==> src/rtl/unified_mem_arbiter_if.sv <==
// Purpose : bundles the fetch, data and memory-side signals of the unified memory arbiter.
// Ports   : fetch (if_*), data (dm_*), backing memory (mem_*), and the stall_if/stall_mem hazard outputs.
// Modports: slave = arbiter side, master = pipeline/memory side driving the arbiter.
interface unified_mem_arbiter_if #(
    parameter int ADDR_W = 32,
    parameter int DATA_W = 32
);
    logic              if_req;
    logic [ADDR_W-1:0] if_addr;
    logic [DATA_W-1:0] if_rdata;
    logic              if_ready;

    logic              dm_req;
    logic              dm_we;
    logic [ADDR_W-1:0] dm_addr;
    logic [DATA_W-1:0] dm_wdata;
    logic [DATA_W-1:0] dm_rdata;
    logic              dm_ready;

    logic              mem_en;
    logic              mem_we;
    logic [ADDR_W-1:0] mem_addr;
    logic [DATA_W-1:0] mem_wdata;
    logic [DATA_W-1:0] mem_rdata;

    logic              stall_if;
    logic              stall_mem;

    modport slave (
        input  if_req, if_addr, dm_req, dm_we, dm_addr, dm_wdata, mem_rdata,
        output if_rdata, if_ready, dm_rdata, dm_ready,
        output mem_en, mem_we, mem_addr, mem_wdata, stall_if, stall_mem
    );

    modport master (
        output if_req, if_addr, dm_req, dm_we, dm_addr, dm_wdata, mem_rdata,
        input  if_rdata, if_ready, dm_rdata, dm_ready,
        input  mem_en, mem_we, mem_addr, mem_wdata, stall_if, stall_mem
    );
endinterface

==> src/rtl/unified_mem_arbiter.sv <==
// Purpose     : shares one single-port memory between fetch (IF) and data (MEM) stages, one grant at a time.
// Latency     : request seen idle in cycle 0 -> mem_en cycles 1..MEM_LAT -> ready pulse in cycle MEM_LAT+1.
// Backpressure: requesters hold req until their ready pulse; stall_if/stall_mem tell the hazard unit to freeze.
// Ports: clk, rst_n (synchronous, active-low) and `bus` (unified_mem_arbiter_if.slave) carrying if_*, dm_*, mem_*, stall_*.
// Build option: define MEM_ARB_RR_EN for round-robin tie-break; otherwise the data side always wins ties.
module unified_mem_arbiter #(
    parameter int ADDR_W  = 32,
    parameter int DATA_W  = 32,
    parameter int MEM_LAT = 2      // legal range 1..15
) (
    input  logic                 clk,
    input  logic                 rst_n,
    unified_mem_arbiter_if.slave bus
);

    typedef enum logic [1:0] {
        IDLE    = 2'd0,
        BUSY_IF = 2'd1,
        BUSY_DM = 2'd2
    } arbState_t;

    localparam logic [3:0] CNT_LOAD = 4'(MEM_LAT - 1);

    arbState_t         stateQ, stateD;
    logic [3:0]        cntQ, cntD;

    logic              memEnQ, memEnD;
    logic              memWeQ, memWeD;
    logic [ADDR_W-1:0] memAddrQ, memAddrD;
    logic [DATA_W-1:0] memWdataQ, memWdataD;
    logic [DATA_W-1:0] ifRdataQ, ifRdataD;
    logic [DATA_W-1:0] dmRdataQ, dmRdataD;
    logic              ifReadyQ, ifReadyD;
    logic              dmReadyQ, dmReadyD;

    logic              ifElig, dmElig;
    logic              grantDm, grantIf;
    logic              lastCycle;

    // A requester is ignored in its own ready cycle: its req is still the
    // stale one from the access that just finished.
    assign ifElig    = bus.if_req & ~ifReadyQ;
    assign dmElig    = bus.dm_req & ~dmReadyQ;
    assign lastCycle = (cntQ == 4'd0);

`ifdef MEM_ARB_RR_EN
    logic prioDmQ, prioDmD;    // 1: data side wins the next tie
    assign grantDm = (stateQ == IDLE) & dmElig & (~ifElig | prioDmQ);
`else
    // Data side always wins ties so the older instruction drains first.
    assign grantDm = (stateQ == IDLE) & dmElig;
`endif
    assign grantIf = (stateQ == IDLE) & ifElig & ~grantDm;

    // State register plus the registered outputs.
    always_ff @(posedge clk) begin
        if (!rst_n) begin
            stateQ    <= IDLE;
            cntQ      <= 4'd0;
            memEnQ    <= 1'b0;
            memWeQ    <= 1'b0;
            memAddrQ  <= '0;
            memWdataQ <= '0;
            ifRdataQ  <= '0;
            dmRdataQ  <= '0;
            ifReadyQ  <= 1'b0;
            dmReadyQ  <= 1'b0;
`ifdef MEM_ARB_RR_EN
            prioDmQ   <= 1'b1;
`endif
        end else begin
            stateQ    <= stateD;
            cntQ      <= cntD;
            memEnQ    <= memEnD;
            memWeQ    <= memWeD;
            memAddrQ  <= memAddrD;
            memWdataQ <= memWdataD;
            ifRdataQ  <= ifRdataD;
            dmRdataQ  <= dmRdataD;
            ifReadyQ  <= ifReadyD;
            dmReadyQ  <= dmReadyD;
`ifdef MEM_ARB_RR_EN
            prioDmQ   <= prioDmD;
`endif
        end
    end

    // Next-state logic.
    always_comb begin
        stateD = stateQ;
        cntD   = cntQ;
`ifdef MEM_ARB_RR_EN
        prioDmD = prioDmQ;
`endif
        unique case (stateQ)
            IDLE: begin
                if (grantDm) begin
                    stateD = BUSY_DM;
                    cntD   = CNT_LOAD;
`ifdef MEM_ARB_RR_EN
                    prioDmD = 1'b0;
`endif
                end else if (grantIf) begin
                    stateD = BUSY_IF;
                    cntD   = CNT_LOAD;
`ifdef MEM_ARB_RR_EN
                    prioDmD = 1'b1;
`endif
                end
            end
            BUSY_IF, BUSY_DM: begin
                if (lastCycle) begin
                    stateD = IDLE;
                end else begin
                    cntD = cntQ - 4'd1;
                end
            end
            default: stateD = IDLE;
        endcase
    end

    // Next values of the registered outputs.
    always_comb begin
        memEnD    = memEnQ;
        memWeD    = memWeQ;
        memAddrD  = memAddrQ;
        memWdataD = memWdataQ;
        ifRdataD  = ifRdataQ;
        dmRdataD  = dmRdataQ;
        ifReadyD  = 1'b0;
        dmReadyD  = 1'b0;
        unique case (stateQ)
            IDLE: begin
                if (grantDm) begin
                    memEnD    = 1'b1;
                    memWeD    = bus.dm_we;
                    memAddrD  = bus.dm_addr;
                    memWdataD = bus.dm_wdata;
                end else if (grantIf) begin
                    // Fetches are reads; mem_wdata keeps its last value.
                    memEnD   = 1'b1;
                    memWeD   = 1'b0;
                    memAddrD = bus.if_addr;
                end
            end
            BUSY_IF: begin
                if (lastCycle) begin
                    ifRdataD = bus.mem_rdata;
                    ifReadyD = 1'b1;
                    memEnD   = 1'b0;
                    memWeD   = 1'b0;
                end
            end
            BUSY_DM: begin
                if (lastCycle) begin
                    // Stores leave dm_rdata untouched.
                    if (!memWeQ) begin
                        dmRdataD = bus.mem_rdata;
                    end
                    dmReadyD = 1'b1;
                    memEnD   = 1'b0;
                    memWeD   = 1'b0;
                end
            end
            default: ;
        endcase
    end

    assign bus.mem_en    = memEnQ;
    assign bus.mem_we    = memWeQ;
    assign bus.mem_addr  = memAddrQ;
    assign bus.mem_wdata = memWdataQ;
    assign bus.if_rdata  = ifRdataQ;
    assign bus.if_ready  = ifReadyQ;
    assign bus.dm_rdata  = dmRdataQ;
    assign bus.dm_ready  = dmReadyQ;
    assign bus.stall_if  = bus.if_req & ~ifReadyQ;
    assign bus.stall_mem = bus.dm_req & ~dmReadyQ;

endmodule

==> src/flat_wrapper.sv <==
// flat-port wrapper written by rule: the top's interface ports become plain ports
module unified_mem_arbiter_flat 
#(
    parameter int ADDR_W  = 32,
    parameter int DATA_W  = 32,
    parameter int MEM_LAT = 2                          
)
  (clk, rst_n, bus_if_req, bus_if_addr, bus_dm_req, bus_dm_we, bus_dm_addr, bus_dm_wdata, bus_mem_rdata, bus_if_rdata, bus_if_ready, bus_dm_rdata, bus_dm_ready, bus_mem_en, bus_mem_we, bus_mem_addr, bus_mem_wdata, bus_stall_if, bus_stall_mem);
  unified_mem_arbiter_if #(.ADDR_W(ADDR_W), .DATA_W(DATA_W)) bus_i ();
  input  logic clk;
  input  logic rst_n;
  input wire logic [$bits(bus_i.if_req)-1:0] bus_if_req;
  input wire logic [$bits(bus_i.if_addr)-1:0] bus_if_addr;
  input wire logic [$bits(bus_i.dm_req)-1:0] bus_dm_req;
  input wire logic [$bits(bus_i.dm_we)-1:0] bus_dm_we;
  input wire logic [$bits(bus_i.dm_addr)-1:0] bus_dm_addr;
  input wire logic [$bits(bus_i.dm_wdata)-1:0] bus_dm_wdata;
  input wire logic [$bits(bus_i.mem_rdata)-1:0] bus_mem_rdata;
  output wire logic [$bits(bus_i.if_rdata)-1:0] bus_if_rdata;
  output wire logic [$bits(bus_i.if_ready)-1:0] bus_if_ready;
  output wire logic [$bits(bus_i.dm_rdata)-1:0] bus_dm_rdata;
  output wire logic [$bits(bus_i.dm_ready)-1:0] bus_dm_ready;
  output wire logic [$bits(bus_i.mem_en)-1:0] bus_mem_en;
  output wire logic [$bits(bus_i.mem_we)-1:0] bus_mem_we;
  output wire logic [$bits(bus_i.mem_addr)-1:0] bus_mem_addr;
  output wire logic [$bits(bus_i.mem_wdata)-1:0] bus_mem_wdata;
  output wire logic [$bits(bus_i.stall_if)-1:0] bus_stall_if;
  output wire logic [$bits(bus_i.stall_mem)-1:0] bus_stall_mem;
  assign bus_i.if_req = bus_if_req;
  assign bus_i.if_addr = bus_if_addr;
  assign bus_i.dm_req = bus_dm_req;
  assign bus_i.dm_we = bus_dm_we;
  assign bus_i.dm_addr = bus_dm_addr;
  assign bus_i.dm_wdata = bus_dm_wdata;
  assign bus_i.mem_rdata = bus_mem_rdata;
  assign bus_if_rdata = bus_i.if_rdata;
  assign bus_if_ready = bus_i.if_ready;
  assign bus_dm_rdata = bus_i.dm_rdata;
  assign bus_dm_ready = bus_i.dm_ready;
  assign bus_mem_en = bus_i.mem_en;
  assign bus_mem_we = bus_i.mem_we;
  assign bus_mem_addr = bus_i.mem_addr;
  assign bus_mem_wdata = bus_i.mem_wdata;
  assign bus_stall_if = bus_i.stall_if;
  assign bus_stall_mem = bus_i.stall_mem;
  unified_mem_arbiter #(.ADDR_W(ADDR_W), .DATA_W(DATA_W), .MEM_LAT(MEM_LAT)) u_core (.clk(clk), .rst_n(rst_n), .bus(bus_i));
endmodule
==> config.mk <==
export PLATFORM = sky130hd
export DESIGN_NAME = unified_mem_arbiter_flat
export DESIGN_NICKNAME = d
export VERILOG_FILES = /design/src/rtl/unified_mem_arbiter_if.sv /design/src/rtl/unified_mem_arbiter.sv /design/src/flat_wrapper.sv
export SDC_FILE = /design/constraint.sdc
export NUM_CORES = 1
export LEC_CHECK = 0
export BUFFER_PORTS_ARGS = -buffer_cell sky130_fd_sc_hd__buf_2
export CORE_AREA = 2 2 114 116
export CTS_BUF_LIST = sky130_fd_sc_hd__clkbuf_4
export DETAILED_ROUTE_END_ITERATION = 7
export DIE_AREA = 0 0 116 118
export GPL_TIMING_DRIVEN = 0
export HOLD_SLACK_MARGIN = 0.03
export PLACE_DENSITY = 0.77
export SLEW_MARGIN = 20
export SYNTH_ARGS = -nofsm -noshare
export SYNTH_HDL_FRONTEND = slang
export SYNTH_SLANG_ARGS = --single-unit
==> constraint.sdc <==
create_clock -name clk -period 3 [get_ports clk]
set_input_delay 0.6 -clock clk [delete_from_list [all_inputs] [get_ports clk]]
set_output_delay 0.6 -clock clk [all_outputs]
set_load 0.01 [all_outputs]
Word-level counts from Yosys, hierarchy flattened. Index checks and enable logic that the tools add are counted.

Muxes and demuxes: 18. Bitwise gates (word level): 9. Add/sub/neg operators: 1. Equality and inequality tests: 5. Reductions and logical operators: 14.

Operators with widths (count): two-way mux 32 bit (2); two-way mux 4 bit (3); AND reduction 2 bit (6); AND reduction 3 bit (3); one-hot mux 4 bit (2 select lines) (1); two-way mux 1 bit (6); two-way mux 2 bit (3); AND 1 bit (5); logical NOT 4 bit (1); NOT 1 bit (4); one-hot mux 1 bit (2 select lines) (2); one-hot mux 2 bit (2 select lines) (1); nonzero test 2 bit (2); subtractor 4 x 1 -> 4 bit, second input constant (1); inequality test 3 x 1 -> 1 bit, second input constant (1); equality test 2 x 1 -> 1 bit, second input constant (1); equality test 2 bit, second input constant (1); logical NOT 2 bit (1); inequality test 2 x 1 -> 1 bit, second input constant (1); inequality test 2 bit, second input constant (1); OR reduction 2 bit (1).

Logic and storage cells: 57. Input port bits: 133. Flip-flop bits (word level): 138.

Depth between registers and ports, before layout. Gate-level depths: netlist of the first run.

Depth in word-level cells: 8. Depth in mapped cells: 8. Depth with buffers taken out: 6.

Worst setup path before layout of the first run. Ideal clock, no wire load.

Path type: in2reg. Start: input port bus_dm_req. End: register u_core.memAddrQ[30] (netlist: u_core.bus.mem_addr[30]). Cell stages on the path: 7. Arrival time: 1497 ps. Path slack: 1382 ps. Required time: 2879 ps. Cells stage by stage: nand2b_1 buf_4 inv_4 and2_4 buf_6 o22ai_1 a2bb2o_1.

Word-level cells in the longest chain between the ends: 6. Elaborated cells between the ends (all ways): 7. Those cells by class: mux (1); bitwise (4); reduce/logical (2).

Ends and longest elaborated chain: start, declared (RTL line flat_wrapper.sv:14) `input wire logic [$bits(bus_i.dm_req)-1:0] bus_dm_req;`; AND 1 bit (*); named net bus_stall_mem (RTL line flat_wrapper.sv:28) `output wire logic [$bits(bus_i.stall_mem)-1:0] bus_stall_mem;`; AND 1 bit (*) (RTL line unified_mem_arbiter.sv:51) `assign grantDm = (stateQ == IDLE) & dmElig;`; NOT 1 bit (RTL line unified_mem_arbiter.sv:53) `assign grantIf = (stateQ == IDLE) & ifElig & ~grantDm;`; AND 1 bit (RTL line unified_mem_arbiter.sv:53); nonzero test 2 bit (no source line); AND reduction 2 bit (no source line); end signal, assigned (RTL line unified_mem_arbiter.sv:76) `memAddrQ <= memAddrD;`; end, declared (RTL line unified_mem_arbiter.sv:29) `logic [ADDR_W-1:0] memAddrQ, memAddrD;`.

The timed path passes the listed nets; every way through them passes the cells marked *. A chain may end at the register's enable or synchronous reset.

Worst setup path in the final report of the first run.
Start: register u_core.dmReadyQ (netlist: u_core.bus.dm_ready). End: output port bus_stall_mem.

Word-level cells in the longest chain between the ends: 2.

Ends and longest elaborated chain: start, declared (RTL line unified_mem_arbiter.sv:34) `logic dmReadyQ, dmReadyD;`; start signal, assigned (RTL line unified_mem_arbiter.sv:81) `dmReadyQ <= dmReadyD;`; NOT 1 bit (RTL line unified_mem_arbiter.sv:178) `assign bus.stall_mem = bus.dm_req & ~dmReadyQ;`; AND 1 bit (RTL line unified_mem_arbiter.sv:178); end, declared (RTL line flat_wrapper.sv:28).

No other way between the ends.

==> results of run 1 <==
==> how the worst max path moves through the flow <==
| stage | start | cells after the start | endpoint |
|---|---|---|---|
| after floorplan | bus_dm_req | 7 | u_core.bus.mem_addr[30]$_SDFFE_PN0P_ |
| after global placement | rst_n | 5 | u_core.bus.mem_addr[28]$_SDFFE_PN0P_ |
| after detailed placement | rst_n | 5 | u_core.bus.mem_addr[28]$_SDFFE_PN0P_ |
| after CTS | u_core.bus.dm_ready$_SDFF_PN0_ | 4 | bus_stall_mem |
| after global routing | u_core.bus.if_ready$_SDFF_PN0_ | 3 | bus_stall_if |
| final | u_core.bus.dm_ready$_SDFF_PN0_ | 4 | bus_stall_mem |
==> stage by stage <==
step	util	total power, uW	hold WS (ns)	cell area (um^2)	setup slack [ns]
final	0.594	4880	0.296	7370	1.03
after global routing	0.594	5150	0.248	7370	0.927
after CTS	0.594	4930	0.236	7370	0.961
after detailed placement	0.568	3590	0.441	7050	0.927
after global placement	0.568	3570	0.438	7050	0.862
after floorplan	-	3040	0.462	5500	1.38
==> synth_stat cells <==
cell       number
nand2_1       198
dfxtp_1       138
a21boi_1       36
o22ai_1        34
a21boi_0       33
o2bb2ai_1      31
a21boi_2       30
clkbuf_1       25
buf_6           9
buf_2           8
inv_1           6
ha_1            5
nor2_1          4
a21oi_1         3
and2_1          3
buf_12          3
nand3_1         3
o21ai_0         3
and3_2          2
buf_4           2
nand2b_1        2
a2bb2o_1        1
a31o_2          1
a31oi_1         1
and2_4          1
and3b_1         1
buf_1           1
inv_4           1
nand3b_1        1
nand4_1         1
nand4b_1        1
nor2b_1         1
nor3b_4         1
nor4_1          1
o211a_1         1
o211ai_1        1
o21a_1          1
o21ai_1         1
o221a_2         1
o31a_1          1
==> power breakdown <==
group / internal [uW] / switching, uW / leakage [uW]
logic: 569 / 782 / 0.00203
clock network: 673 / 665 / 0.000166
registers: 2070 / 126 / 0.00113
total: 3310 / 1570 / 0.00332
==> kinds of logic after synthesis <==
kind of cell	synth area share
buffers and inverters	0.0623
AND/OR/NAND/NOR	0.162
adder cells (fa/ha/maj)	0.0114
AO/OA/AOI/OAI	0.263
flip-flops	0.502
==> worst max-delay path, delay by kind of cell (launching register included) <==
kind	cells	cell delay [ns]
buf+inv	3	0.38
flops	1	0.33
simple gates	1	0.13
==> per-layer routing <==
| metal | wire length (um) | track usage |
|---|---|---|
| met4 | 337 | 0.0878 |
| met3 | 1180 | 0.0618 |
| met5 | 13 | 0 |
| met1 | 6580 | 0.256 |
| met2 | 7910 | 0.401 |
==> final cells by class <==
| type | instances | area, um^2 |
|---|---|---|
| inverter | 7 | 28.8 |
| sequential | 138 | 2760 |
| fill | 1168 | 5040 |
| multi-input combinational | 404 | 2400 |
| clock inverter | 13 | 175 |
| clock buffer | 19 | 143 |
| tap | 172 | 215 |
| timing repair buffer | 266 | 1330 |
| antenna | 1 | 2.50 |
| buffer | 48 | 314 |
==> sequential cells by signal, summed over array words and instances, names as in the netlist <==
name,cells
u_core.bus.mem_we,1
u_core.stateQ,2
u_core.bus.mem_en,1
u_core.bus.if_rdata,32
u_core.bus.dm_rdata,32
u_core.bus.if_ready,1
u_core.cntQ,4
u_core.bus.mem_wdata,32
u_core.bus.mem_addr,32
u_core.bus.dm_ready,1
==> impl_metrics.csv, run 1 <==
group,metric,value,unit
finish,final_cell_mix,"274 x buf_2, 198 x nand2_1, 138 x dfxtp_1, 36 x a21boi_1, 34 x o22ai_1",
floorplan,start_util,0.443,
hold_path,min_path_cells,3,
worst_setup_path,crit_path_start_kind,"flip-flop",
floorplan,fp.dieW,116,um
power,peakVddDrop,0.389,mV
worst_setup_path,worstSetupEndpointType,"output port",
clock_tree,clock-root-buffer,"clkbuf_4",
run_status,status,"finished clean",
yosys,syn_avg_cell_area,9.22,um^2
hold_path,hold_class,"in2reg",
timing,tns,0,ns
drt,drtPass1Iterations,5,
drt,routedWlPerCell,15.0,um
yosys,synth.distinct_cells,40,
clock_tree,cts_setup_buffers,0,
yosys,synth-seq-cells,138,
global_route,grt_pass1_vias,4870,
worst_setup_path,crit_slowest_cell,"dfxtp_1",
drt,drtAntennaViolNets,0,
drt,drtIter0Drc,312,
timing,tightest_slew,0.584,ns
power,leakage,0.00332,uW
clock_tree,path_clk_slew,0.12,ns
floorplan,die_h,118,um
timing,period_share,0.655,
job,cap_violations,0,
timing,slew_headroom,0.611,
worst_setup_path,arrival,1.37,ns
yosys,yosys_warnings,0,
drt,drt-total-wl,16.0,mm
drt,viasPerCell,4.94,
yosys,synth_area,5500,um^2
finish,syn_to_final_growth,33.9,%
placement,dpl.hpwl,12.4,mm
worst_setup_path,path_cells,"nand2b_1 -> buf_4 -> inv_4 -> buf_2",
worst_setup_path,r2r_end,"u_core.bus.dm_rdata[29]$_SDFFE_PN0P_",
drt,drc,0,
floorplan,dieArea,13700,um^2
worst_setup_path,path_class,"reg2out",
yosys,synth.top_cell.area_share,0.502,
worst_setup_path,cpPeakStageDelay,0.33,ns
worst_setup_path,r2r-start,"u_core.cntQ[0]$_SDFFE_PN0P_",
placement,gp_congestion,0.848,
finish,final_common_cell,"buf_2",
clock_tree,cts_made_buffers,17,
yosys,yosysTopAreaCell,"dfxtp_1",
clock_tree,clock-sinks,138,
global_route,grt-ovfl-total,0,
clock_tree,clockBufferDepth,2,
global_route,grt_pass1_wl,24.0,mm
timing,hold_viol,0,
hold_path,worstHoldEndpoint,"u_core.bus.if_rdata[13]$_SDFFE_PN0P_",
power,cellPowerDensity,662,nW/um^2
clock_tree,clk_latency,0.53,ns
timing,rsz0062_at_grt,"false",
placement,portBuffers,266,
timing,fin_skew,0.0129,ns
worst_setup_path,cp_max_fo,9,
global_route,grt.total_usage,0.227,
placement,place_inst,1035,
timing,final_max_slew_viol_count,0,
worst_setup_path,required,2.40,ns
timing,finalSetupViolCount,0,
clock_tree,cts-hold-fix-buffers,0,
worst_setup_path,reg2reg_slack,1.10,ns
timing,fmax,509,MHz
floorplan,num_rows,41,
hold_path,min_from,"bus_mem_rdata[13]",
yosys,ys_seq_area_frac,0.502,
finish,layout.nets,1020,
yosys,synth_area_leaders,"dfxtp_1 50%, nand2_1 14%, a21boi_2 6.1%, o2bb2ai_1 4.9%, a21boi_1 4.9%",
floorplan,core_area,12400,um^2
finish,final_layout_size_suffix_gt1_frac,0.398,
timing,period_needed,1.97,ns
worst_setup_path,reg2regPathDepth,7,
yosys,synth_cells,597,
drt,vias,5275,
global_route,antenna_found_initial,2,
floorplan,io_pins,267,
clock_tree,h-tree-depth,4,
clock_tree,cts_tree,"done",
clock_tree,cts.repair.resized,0,
finish,final_cells,1068,
yosys,synth.net_count,735,
global_route,grt_max_degree,17,
Note: power is estimated with default switching activity, not from simulation.
==> run 2: changes to the inputs <==
Settings changed: CORE_AREA 2 2 114 116 to 2 2 117 119, DIE_AREA 0 0 116 118 to 0 0 119 121.
Clock period 3 ns to 1.7 ns, I/O delays scaled along.
==> impl_metrics.csv, run 2 (synthesis gave the netlist of run 1 again) <==
group,metric,value,unit
power,leakage,0.00376,uW
run_status,status,"finished clean",
worst_setup_path,crit_path_start_kind,"flip-flop",
power,p_sw_frac,0.322,
worst_setup_path,cp_max_fo,7,
drt,drtIter0Drc,283,
drt,drt-total-wl,17.8,mm
power,cellPowerDensity,1040,nW/um^2
placement,place_inst,1039,
timing,slew_headroom,0.606,
timing,hold_viol,0,
drt,drtPass1Iterations,4,
drt,wl_met3,1.13,mm
clock_tree,clock-sinks,138,
placement,portBuffers,266,
global_route,grt_pass1_vias,5621,
drt,route.met2.wl,9.45,mm
timing,fmax,620,MHz
clock_tree,clk_latency,0.53,ns
timing,setup_slack,0.0867,ns
global_route,antenna_found_initial,1,
finish,final_util,0.638,
power,peakVddDrop,0.497,mV
finish,layout.nets,1110,
clock_tree,cts_made_buffers,17,
floorplan,io_pins,267,
power,finalPower,8710,uW
finish,final_cells,1161,
timing,tightest_slew,0.592,ns
power,intPower,5910,uW
worst_setup_path,arrival,2.08,ns
clock_tree,clockBufferDepth,2,
floorplan,die_h,121,um
timing,period_needed,1.61,ns
clock_tree,cts_tree,"done",
floorplan,num_rows,42,
floorplan,dieArea,14400,um^2
timing,rsz0062_at_grt,"true",
timing,period_share,0.949,
clock_tree,clock-root-buffer,"clkbuf_4",
floorplan,start_util,0.421,
finish,final_common_cell,"buf_2",
power,pwr-share-clk,0.239,
finish,num-fill-cells,1108,
global_route,grt_pass1_wl,27.1,mm
drt,viasPerCell,4.89,
hold_path,hold_class,"in2reg",
power,seqPwrFrac,0.445,
finish,syn_to_final_growth,51.7,%
timing,whs,0.0949,ns
global_route,grt-ovfl-total,0,
timing,final_max_slew_viol_count,0,
timing,finalSetupViolCount,0,
placement,dpl.hpwl,12.0,mm
drt,wl_met1,6.76,mm
worst_setup_path,required,2.17,ns
clock_tree,h-tree-depth,4,
drt,top_layer_used,"met4",
placement,pre_cts_slack,-0.199,ns
floorplan,core_area,13100,um^2
placement,gp_congestion,0.849,
drt,drtAntennaViolNets,0,
finish,final_layout_size_suffix_gt1_frac,0.400,
drt,vias,5672,
timing,fin_skew,0.0151,ns
drt,drc,0,
drt,routedWlPerCell,15.3,um
worst_setup_path,worstSetupEndpointType,"flip-flop",
worst_setup_path,path_class,"reg2reg",
floorplan,fp.dieW,119,um
power,p_sw,2810,uW
power,power_frac_comb,0.315,
finish,final_cell_mix,"274 x buf_2, 196 x nand2_1, 134 x dfxtp_1, 76 x dlygate4sd3_1, 37 x a21boi_1",
job,cap_violations,0,
clock_tree,path_clk_slew,0.11,ns
global_route,grt.total_usage,0.239,
global_route,grt_max_degree,17,
## run 2: repair_timing
item	in CTS	in global routing
hold buffers	76	0
pin swaps	1	5
endpoints found under the setup margin	92	129
endpoints found under the hold margin	108	0
setup buffers	5	6
gates cloned	0	3
resized for setup	17	29
## run 2: path summary, 6_finish.rpt
kind | startpoint | endpoint | slack (ns) | cells past startpoint
setup / recovery | u_core.cntQ[0]$_SDFFE_PN0P_ | u_core.bus.dm_rdata[23]$_SDFFE_PN0P_ | 0.09 | 8
hold / removal | bus_if_addr[6] | u_core.bus.mem_addr[6]$_SDFFE_PN0P_ | 0.09 | 3
setup reg to reg | u_core.cntQ[0]$_SDFFE_PN0P_ | u_core.bus.dm_rdata[23]$_SDFFE_PN0P_ | 0.09 | 8
hold reg to reg | u_core.bus.mem_wdata[29]$_SDFFE_PN0P_ | u_core.bus.mem_wdata[29]$_SDFFE_PN0P_ | 0.46 | 2
## run 2: layout make-up
cell class              instances  area [um^2]  area share
diodes                          1         2.50    0.000300
plain buffers                  48          354      0.0424
clock buffers                  23          173      0.0207
clock inverters                 8         97.6      0.0117
inverters                       7         28.8     0.00345
multi-input cells             404         2440       0.292
flip-flops and latches        138         2770       0.332
well taps                     176          220      0.0264
repair buffers                356         2260       0.271
## run 2: through the flow
step | TNS [ns] | instance area (um^2)
2_1_floorplan | 0 | 5500
3_3_place_gp | -8.74 | 7060
3_5_place_dp | -9.40 | 7060
4_1_cts | 0 | 8160
5_1_grt | -0.0151 | 8350
6_report | 0 | 8350
## run 2: power groups by stage
stage,combinational [uW],clock (uW),sequential (uW)
floorplan,1250,0,4110
global placement,2340,0,3930
finish,2750,2090,3880
global route,3000,2270,3920
detailed placement,2360,0,3930
CTS,2570,2160,3870
## run 2: routing by layer
metal  track usage  up-vias
li1              -     2789
met1         0.256     2600
met2         0.444      247
met3        0.0555       36
met4         0.110        0
met5             0        -
## run 2: worst max-delay path: stages, from the launching register on
cell and delay, ns:
dfxtp_4 0.36, inv_2 0.06, ha_4 0.12, nor3b_4 0.29, and3b_1 0.22, buf_6 0.17, clkbuf_16 0.16, nand2_1 0.06
a21boi_2 0.11
==> run 3: changes to the inputs <==
Settings changed: ABC_AREA set to 1, CORE_AREA 2 2 117 119 to 2 2 114 116, DIE_AREA 0 0 119 121 to 0 0 116 118.
==> impl_metrics.csv, run 3 <==
group,metric,value,unit
worst_setup_path,cpMostUsedCell,"inv_1",
yosys,synthArstFlopShare,0,
clock_tree,clockBufferDepth,2,
drt,drtPass1Iterations,5,
worst_setup_path,required,2.13,ns
drt,drtIter0Drc,465,
yosys,syn_avg_cell_area,7.94,um^2
clock_tree,cts_tree,"done",
timing,finalSetupViolCount,0,
placement,pre_cts_slack,-0.0490,ns
yosys,synth_cells,647,
yosys,synth_area,5140,um^2
floorplan,start_util,0.414,
power,intPower,5470,uW
power,p_sw_frac,0.361,
power,cellPowerDensity,1130,nW/um^2
placement,place_area,6690,um^2
worst_setup_path,crit_path_start_kind,"flip-flop",
timing,slew_headroom,0.651,
yosys,synth.top_cell.area_share,0.538,
yosys,ys_seq_area_frac,0.538,
yosys,synth_area_leaders,"dfxtp_1 54%, nor2_1 9.8%, o21ai_0 8.7%, a21oi_1 7.0%, o22ai_1 3.9%",
finish,final_cells,1180,
finish,final_common_cell,"buf_2",
timing,rsz0062_at_grt,"true",
job,cap_violations,0,
yosys,synthTopCellsByCount,"138 x dfxtp_1, 134 x nor2_1, 89 x o21ai_0, 72 x a21oi_1, 53 x nand2_1",
clock_tree,clock-sinks,138,
timing,fmax,632,MHz
clock_tree,clock-root-buffer,"clkbuf_4",
yosys,yosysTopAreaCell,"dfxtp_1",
placement,place_inst,1085,
global_route,grt_pass1_wl,27.9,mm
placement,portBuffers,266,
floorplan,dieArea,13700,um^2
floorplan,io_pins,267,
yosys,synth.most_common_cell,"dfxtp_1",
run_status,status,"finished clean",
power,seqPwrFrac,0.468,
power,pwr-share-clk,0.197,
hold_path,hold_class,"in2reg",
placement,gp_congestion,0.882,
timing,final_max_slew_viol_count,0,
clock_tree,h-tree-depth,4,
drt,drc,0,
finish,final_cell_mix,"280 x buf_2, 136 x dfxtp_1, 134 x nor2_1, 89 x o21ai_0, 72 x a21oi_1",
yosys,synth.distinct_cells,22,
global_route,grt.total_usage,0.261,
worst_setup_path,cp_num_buf_inv,4,
worst_setup_path,path_class,"reg2reg",
clock_tree,clk_latency,0.54,ns
floorplan,core_area,12400,um^2
yosys,ys.flop_type,"dfxtp_1",
timing,period_share,0.930,
floorplan,die_h,118,um
global_route,grt_max_degree,17,
timing,tightest_slew,0.524,ns
power,peakVddDrop,0.594,mV
drt,viasPerCell,5.05,
power,power_frac_comb,0.335,
finish,layout.nets,1135,
finish,syn_to_final_growth,47.8,%
worst_setup_path,worstSetupEndpointType,"flip-flop",
clock_tree,cts_made_buffers,17,
worst_setup_path,arrival,2.01,ns
drt,vias,5962,
power,leakage,0.00370,uW
drt,drt-total-wl,18.0,mm
finish,final_area,7590,um^2
global_route,grt_pass1_vias,5687,
finish,final_layout_size_suffix_gt1_frac,0.339,
placement,dpl.hpwl,12.4,mm
drt,drtAntennaViolNets,0,
timing,fin_skew,0.0181,ns
timing,hold_viol,0,
worst_setup_path,reg2regPathDepth,8,
power,finalPower,8560,uW
floorplan,num_rows,41,
yosys,synth.net_count,785,
yosys,synth_edf_count,0,
global_route,antenna_found_initial,1,
drt,routedWlPerCell,15.3,um
worst_setup_path,cpLargestDelayFamily,"buffers and inverters",
worst_setup_path,cpPeakStageDelay,0.39,ns
hold_path,min_path_cells,3,
worst_setup_path,path_cells,"inv_1 -> ha_1 -> inv_1 -> nor2_4 -> buf_6 -> buf_4 -> o22ai_1 -> a21oi_1",
yosys,yosys_warnings,0,
worst_setup_path,crit_slowest_cell,"dfxtp_1",
global_route,grt-ovfl-total,0,
timing,setup_slack,0.119,ns
timing,whs,0.0750,ns
worst_setup_path,cp_max_fo,10,
floorplan,fp.dieW,116,um
worst_setup_path,cp_num_cells,8,
yosys,synth-seq-cells,138,
power,p_sw,3090,uW
clock_tree,path_clk_slew,0.12,ns
timing,period_needed,1.58,ns
## run 3: what timing repair did
| action | CTS | global route |
|---|---|---|
| buffers inserted | 2 | 2 |
| hold buffers | 62 | 0 |
| pin swaps | 1 | 3 |
| gates resized for setup | 9 | 31 |
| endpoints found under the setup margin | 3 | 99 |
| endpoints found under the hold margin | 75 | 0 |
## run 3: area by class of cell
| cell class | count | area (um^2) |
|---|---|---|
| Antenna cell | 1 | 2.50 |
| Buffer | 49 | 256 |
| Clock buffer | 21 | 158 |
| Clock inverter | 8 | 32.5 |
| Fill cell | 1136 | 4820 |
| Inverter | 19 | 73.8 |
| Multi-Input combinational cell | 440 | 2100 |
| Sequential cell | 138 | 2770 |
| Tap cell | 172 | 215 |
| Timing Repair Buffer | 332 | 1990 |
## run 3: metrics by stage
stage | setup TNS, ns | util
5_1_grt | -0.0108 | 0.612
3_5_place_dp | -0.0490 | 0.539
3_3_place_gp | -0.0501 | 0.539
4_1_cts | 0 | 0.608
2_1_floorplan | 0 | -
6_report | 0 | 0.612
## run 3: final timing paths
kind / from / end / slack (ns)
hold reg to reg: u_core.bus.if_rdata[14]$_SDFFE_PN0P_ / u_core.bus.if_rdata[14]$_SDFFE_PN0P_ / 0.47
setup reg to reg: u_core.stateQ[1]$_SDFFE_PN0P_ / u_core.bus.mem_addr[26]$_SDFFE_PN0P_ / 0.12
setup / recovery: u_core.stateQ[1]$_SDFFE_PN0P_ / u_core.bus.mem_addr[26]$_SDFFE_PN0P_ / 0.12
hold / removal: bus_if_addr[10] / u_core.bus.mem_addr[10]$_SDFFE_PN0P_ / 0.08
## run 3: cells by family (layout without fill, tap and decap cells)
kind of cell / count (synthesis) / in the layout / synth area share
and+or+nand+nor: 233 / 233 / 0.185
AOI/OAI and AO/OA: 201 / 201 / 0.204
DFF: 138 / 138 / 0.538
buffers and inverters: 69 / 429 / 0.0592
adders and majority gates: 5 / 5 / 0.0122
xor gates and xnor gates: 1 / 1 / 0.00170
other: 0 / 1 / 0
## run 3: power by group through the flow
stage                     combinational (uW)  sequential, uW  clock (uW)
final                                   2870            4000        1690
after global routing                    3170            4070        1840
after CTS                               2790            3990        1730
after detailed placement                2650            4060           0
after global placement                  2620            4050           0
after floorplan                         1290            4300           0
## run 3: per-layer routing
| layer | vias up | share of wire | GRT usage |
|---|---|---|---|
| met5 | - | 0 | 0 |
| met4 | 0 | 0.054 | 0.170 |
| met3 | 76 | 0.063 | 0.0680 |
| met2 | 258 | 0.47 | 0.415 |
| met1 | 2738 | 0.42 | 0.307 |
| li1 | 2890 | - | - |
## run 3: worst reg2reg max path, delay by kind of cell (launching register included)
kind,cells,cell delay [ns]
AND/OR/NAND/NOR,1,0.07
flip-flops,1,0.39
AO/OA/AOI/OAI,2,0.29
adder cells (fa/ha/maj),1,0.20
buffers and inverters,4,0.54
